<file path="config.mk">
export PLATFORM = sky130hd
export DESIGN_NAME = pc_sequencer
export DESIGN_NICKNAME = d
export VERILOG_FILES = /design/src/rtl/pc_sequencer.sv
export SDC_FILE = /design/constraint.sdc
export NUM_CORES = 1
export LEC_CHECK = 0
export CAP_MARGIN = 15
export CORE_UTILIZATION = 41
export DETAILED_ROUTE_END_ITERATION = 8
export PLACE_DENSITY = 0.77
export SLEW_MARGIN = 10
export SYNTH_ARGS = -nofsm -noshare
export SYNTH_HDL_FRONTEND = slang
export SYNTH_SLANG_ARGS = --single-unit
</file>
<file path="constraint.sdc">
create_clock -name clk -period 3.4 [get_ports clk]
set_input_delay 0.68 -clock clk [delete_from_list [all_inputs] [get_ports clk]]
set_output_delay 0.68 -clock clk [all_outputs]
set_load 0.05 [all_outputs]
</file>
<file path="src/rtl/pc_sequencer.sv">
// Program counter with stall, jump, PC-relative branch and call/return.
// Define PC_RAS_EN to build the hardware return-address stack; otherwise call acts as jump and ret as increment.
module pc_sequencer #(
  parameter int              ADDR_W     = 8,
  parameter int              OFF_W      = 6,
  parameter logic [ADDR_W-1:0] RESET_ADDR = '0,
  parameter int              RAS_DEPTH  = 4
) (
  input  logic              clk,
  input  logic              rst,
  input  logic              stall,
  input  logic              jump,
  input  logic [ADDR_W-1:0] jump_addr,
  input  logic              branch,
  input  logic [OFF_W-1:0]  branch_off,
  input  logic              call,
  input  logic              ret,
  output logic [ADDR_W-1:0] instr_addr,
  output logic              ras_empty,
  output logic              ras_full,
  output logic              ras_err
);

  typedef enum logic [2:0] {
    OP_HOLD,
    OP_RET,
    OP_CALL,
    OP_JUMP,
    OP_BRANCH,
    OP_INC
  } op_t;

  op_t               op;
  logic [ADDR_W-1:0] pc_inc;
  logic [ADDR_W-1:0] br_target;
  logic [ADDR_W-1:0] pc_next;

  assign pc_inc    = instr_addr + ADDR_W'(1);
  // Size cast of a signed operand sign-extends the offset before the modular add.
  assign br_target = instr_addr + ADDR_W'($signed(branch_off));

  always_comb begin
    op = OP_INC;
    if (stall)       op = OP_HOLD;
    else if (ret)    op = OP_RET;
    else if (call)   op = OP_CALL;
    else if (jump)   op = OP_JUMP;
    else if (branch) op = OP_BRANCH;
  end

`ifdef PC_RAS_EN
  localparam int PTR_W = (RAS_DEPTH > 1) ? $clog2(RAS_DEPTH) : 1;
  localparam int CNT_W = $clog2(RAS_DEPTH + 1);

  logic [ADDR_W-1:0] ras_mem [RAS_DEPTH];
  logic [PTR_W-1:0]  wr_ptr;
  logic [PTR_W-1:0]  top_ptr;
  logic [CNT_W-1:0]  count;
  logic              err_q;

  // wr_ptr is the next push slot; when full it already points at the oldest entry.
  assign top_ptr   = wr_ptr - PTR_W'(1);
  assign ras_empty = (count == '0);
  assign ras_full  = (count == CNT_W'(RAS_DEPTH));
  assign ras_err   = err_q;

  always_ff @(posedge clk) begin
    if (rst) begin
      count  <= '0;
      wr_ptr <= '0;
      err_q  <= 1'b0;
    end else begin
      case (op)
        OP_RET: begin
          if (ras_empty) begin
            err_q <= 1'b1;
          end else begin
            count  <= count - CNT_W'(1);
            wr_ptr <= top_ptr;
          end
        end
        OP_CALL: begin
          wr_ptr <= wr_ptr + PTR_W'(1);
          if (ras_full) err_q <= 1'b1;
          else          count <= count + CNT_W'(1);
        end
        default: ;
      endcase
    end
  end

  always_ff @(posedge clk) begin
    if (!rst && op == OP_CALL) ras_mem[wr_ptr] <= pc_inc;
  end

  always_comb begin
    pc_next = pc_inc;
    case (op)
      OP_HOLD:   pc_next = instr_addr;
      OP_RET:    pc_next = ras_empty ? pc_inc : ras_mem[top_ptr];
      OP_CALL:   pc_next = jump_addr;
      OP_JUMP:   pc_next = jump_addr;
      OP_BRANCH: pc_next = br_target;
      default:   pc_next = pc_inc;
    endcase
  end
`else
  assign ras_empty = 1'b1;
  assign ras_full  = (RAS_DEPTH == 0);
  assign ras_err   = 1'b0;

  always_comb begin
    pc_next = pc_inc;
    case (op)
      OP_HOLD:   pc_next = instr_addr;
      OP_RET:    pc_next = pc_inc;
      OP_CALL:   pc_next = jump_addr;
      OP_JUMP:   pc_next = jump_addr;
      OP_BRANCH: pc_next = br_target;
      default:   pc_next = pc_inc;
    endcase
  end
`endif

  always_ff @(posedge clk) begin
    if (rst) instr_addr <= RESET_ADDR;
    else     instr_addr <= pc_next;
  end

endmodule
</file>
* Word level (Yosys, flattened, before mapping)
Index checks and enable logic that the tools add are counted.
Operators by class: equal/unequal tests 3, reduce and logical (&&, ||, !) cells 2, add/sub/neg operators 2, multiplexer cells 6
Operator list (count):
- 8-bit one-hot mux with 3 select lines | 1
- 3-bit two-way mux | 4
- 8-bit by 1-bit adder with 8-bit output, second input constant | 1
- 8-bit adder | 1
- 3-bit by 2-bit == test with 1-bit output, second input constant | 2
- 3-bit == test, second input constant | 1
- 3-bit logical NOT | 1
- 2-bit OR reduction | 1
- 1-bit two-way mux | 1
Storage, ports and cells: register bits 8, input bits 21, output and inout bits 11, word-level logic and storage cells 14

* Logic depth before layout (Yosys ltp)
Gate-level depths: netlist of the first run.
word-level depth 8, gate-level depth with buffers 11, gate-level depth less buffers 11

* Least setup slack after synthesis of the first run
No wires, ideal clock.
path type input -> register, from in jump, to reg instr_addr[6], arrival time 2599 ps, library setup time 74 ps, setup slack 726 ps, data required time 3326 ps, cell stages on the path 11, buffers on the path 0, cells stage by stage nor2_1 > and3_1 > nand2b_1 > ha_1 > inv_1 > fa_1 > nor2b_4 > o31a_1 > o211a_1 > or3_1 > a31oi_1
Between the ends: word-level cells in the longest chain between the ends 7, elaborated cells between the ends (all ways) 10, those cells by class 3 x eq/ne; 5 x mux; 2 x reduce/logical
Ends and longest elaborated chain:
- start, declared | line 12 | input logic jump,
- 3-bit two-way mux * | line 47 | else if (jump) op = OP_JUMP;
- 3-bit two-way mux * | line 46 | else if (call) op = OP_CALL;
- 3-bit two-way mux * | line 45 | else if (ret) op = OP_RET;
- 3-bit two-way mux * | line 44 | if (stall) op = OP_HOLD;
- 3-bit by 2-bit == test with 1-bit output | line 114 | case (op)
- 2-bit OR reduction (no source line)
- 8-bit one-hot mux with 3 select lines | line 114
- end signal, assigned | line 127 | else instr_addr <= pc_next;
- end, declared | line 18 | output logic [ADDR_W-1:0] instr_addr,
Mark *: on every way between the ends. The rest lies on a longest branch, timed or not. A chain may end at the register's enable or synchronous reset.

* Worst setup path after layout of the first run
Ends and elaborated chain as after synthesis.

==> impl_metrics.py, run 1 <==
metrics = {
    "run_status": {
        "status": "finished clean",
    },
    "timing": {
        "rsz0062_at_grt": "false",
        "slew_viol_final": 0,
        "timing.slew.headroom_pct": 53.8,
        "setup_tns_ps": 0,
        "fmax_mhz": 327,
        "period_share_pct": 89.9,
        "fin_skew_ps": 7.55,
        "period_minus_slack_ps": 3060,
        "worst_pin_slew_ps": 686,
        "setup_viol": 0,
        "hold_viol_final": 0,
    },
    "finish": {
        "fin_util_pct": 61.7,
        "regMostFlops": "instr_addr",
        "top_regs": "instr_addr x8",
        "drive_above_1_share_pct": 8.59,
        "diodes": 0,
        "areaGrowthSynthToFinish_pct": 38.1,
        "nNetsFinal": 157,
        "nFillCells": 174,
        "largest_reg_flops": 8,
    },
    "placed_design": {
        "gp_congestion": 0.804,
        "port_buffers": 28,
        "dp_hpwl_um": 1470,
    },
    "yosys": {
        "synth.ff_latch_count": 8,
        "seq_area_frac_synth_pct": 20.3,
        "synthesis.area_um2": 788,
        "synth_cells": 101,
        "synth-main-ff-cell": "dfxtp_1",
        "synth_edf_count": 0,
        "syn_area_per_cell_um2": 7.80,
        "ys_warn_count": 0,
        "async_reset_ff_share_pct": 0,
        "synth_top_area_share_pct": 20.3,
        "synthTopCellsByArea": "dfxtp_1, ha_1, buf_4",
        "yosysUniqueCellTypes": 42,
        "synth_top_area_cell": "dfxtp_1",
    },
    "critical_path": {
        "required_ps": 3590,
        "setup.worst_path.start_class": "input port",
        "endpoint_kind": "flop",
        "path_class": "in -> reg",
        "cp_data_arrival_time_ps": 3240,
        "crit_fanout": 5,
    },
    "routing": {
        "route.detailed.drc": 0,
        "wl_per_cell_um": 12.3,
        "drt_first_pass_iters": 4,
        "ant_nets": 0,
        "num_vias": 832,
        "vias_per_cell": 5.44,
        "drt-initial-drc-count": 11,
        "totalWireLength_um": 1880,
    },
    "power_and_ir_drop": {
        "power.density_mw_per_mm2": 284,
        "leakage_uw": 0.000466,
        "fin_total_pwr_uw": 309,
        "ir_drop_mv": 0.173,
    },
    "clock_tree": {
        "post_cts_buffers": 0,
        "clkLatencyLatePin_ps": 270,
        "numCtsBuffers": 3,
        "cts_tree": "yes",
        "path_clk_slew_ps": 70,
        "cts.sinks": 8,
        "cts-root-buf": "clkbuf_4",
        "cts-htree-levels": 1,
        "clk_path_buf_depth": 2,
        "cts_resized": 0,
        "hold_buffers": 0,
    },
    "global_route": {
        "grt_pass1_vias": 724,
        "grt_usage_pct": 20.4,
        "grt_pass1_wl_um": 3040,
        "antenna_found_initial": 0,
        "grt_max_degree": 21,
        "overflow": 0,
    },
    "hold_path": {
        "hp-class": "reg -> reg",
    },
    "floorplanning": {
        "initial_core_util_pct": 44.7,
        "die_x_um": 45.8,
        "io_pins": 32,
        "fp.dieArea_mm2": 0.00210,
        "core.rowCount": 15,
        "core_mm2": 0.00176,
        "die_h_um": 45.8,
    },
    "flow_run": {
        "maxCapViolCount": 0,
    },
}
final timing paths:
| kind | slack, ps | endpoint | from | cells past startpoint |
|---|---|---|---|---|
| setup reg to reg | 1410 | instr_addr[6]$_SDFFE_PP0P_ | instr_addr[0]$_SDFFE_PP0P_ | 8 |
| hold reg to reg | 490 | instr_addr[0]$_SDFFE_PP0P_ | instr_addr[0]$_SDFFE_PP0P_ | 2 |
| setup / recovery | 340 | instr_addr[6]$_SDFFE_PP0P_ | jump | 12 |
| hold / removal | 490 | instr_addr[0]$_SDFFE_PP0P_ | instr_addr[0]$_SDFFE_PP0P_ | 2 |
placed cells by master (no fill, tap or decap), types with 3 or more instances in the layout:
cell type         n
a21oi_1           7
nand2_1          10
and2_1            3
conb_1            3
ha_1              5
o21ai_0           4
nor2_1            4
a31oi_1           3
a211oi_1          3
clkbuf_4          3
nor3_1            4
dfxtp_1           8
clkdlybuf4s50_1  28
inv_1             6
a21o_1            3
where the power goes:
| part | total (uW) | internal [uW] | switching, uW |
|---|---|---|---|
| logic | 120 | 54.0 | 65.6 |
| clock network | 81.7 | 40.9 | 40.8 |
| registers | 108 | 101 | 7.23 |
Yosys cell counts (2+ instances only):
cell type,instances
a211oi_1,3
a21o_1,3
a21oi_1,7
a31oi_1,3
and2_1,3
and3_1,2
buf_4,5
conb_1,2
dfxtp_1,8
ha_1,5
inv_1,6
nand2_1,10
nor2_1,4
nor2b_1,2
nor3_1,4
nor4b_1,2
o21a_1,2
o21ai_0,4
o311ai_1,2
o31a_1,2
cells by family (layout without fill, tap and decap cells):
logic type      count (synthesis)  in the layout  share of synthesized area, %
other cells                     2              3                         0.953
fa+ha+maj                       6              6                          10.5
simple gates                   39             39                          29.4
buf+inv                        13             39                          9.52
compound gates                 32             32                          28.3
xor+xnor                        1              1                          1.11
flops                           8              8                          20.3
critical path, stage by stage:
cell             delay (ps)
clkdlybuf4s50_1         410
nor2_1                  230
and3_1                  280
nand2b_1                 90
ha_1                    200
inv_1                    70
fa_1                    230
nor2b_4                  60
o31a_1                  270
o211a_1                 220
or3_1                   360
a31oi_1                 130
final cells by class:
class / count / area (um2) / area share [%]
Multi-Input combinational cell: 81 / 557 / 51.1
Timing Repair Buffer: 30 / 295 / 27.1
Sequential cell: 8 / 160 / 14.7
Tap cell: 25 / 31.3 / 2.87
Clock buffer: 3 / 22.5 / 2.07
Inverter: 6 / 22.5 / 2.07
per-stage QoR:
stage | instance area, um2 | std cells | setup WS [ps] | hold slack (ps)
after floorplan | 792 | 102 | 726 | 684
after global placement | 1070 | 150 | 201 | 473
after detailed placement | 1070 | 150 | 68.7 | 484
after CTS | 1090 | 153 | 341 | 492
after global routing | 1090 | 153 | 174 | 535
final | 1090 | 153 | 344 | 486
per-layer routing:
layer	vias to the layer above	track usage, %	routed length, um
met4	0	9.41	32
met3	3	5.16	98
li1	422	-	-
met1	379	25.7	837
met2	28	32.1	909
met5	-	0	0
No activity file was read; power rests on OpenSTA's default activity.
==> inputs of run 2 (changes only) <==
--- a/config.mk
+++ b/config.mk
@@ -7,6 +7,7 @@
 export LEC_CHECK = 0
 export CAP_MARGIN = 15
 export CORE_UTILIZATION = 41
+export CTS_CLUSTER_SIZE = 28
 export DETAILED_ROUTE_END_ITERATION = 8
 export PLACE_DENSITY = 0.77
 export SLEW_MARGIN = 10
==> results of run 2 <==
Same layout as run 1: the final DEF is identical, and so are final timing and power.
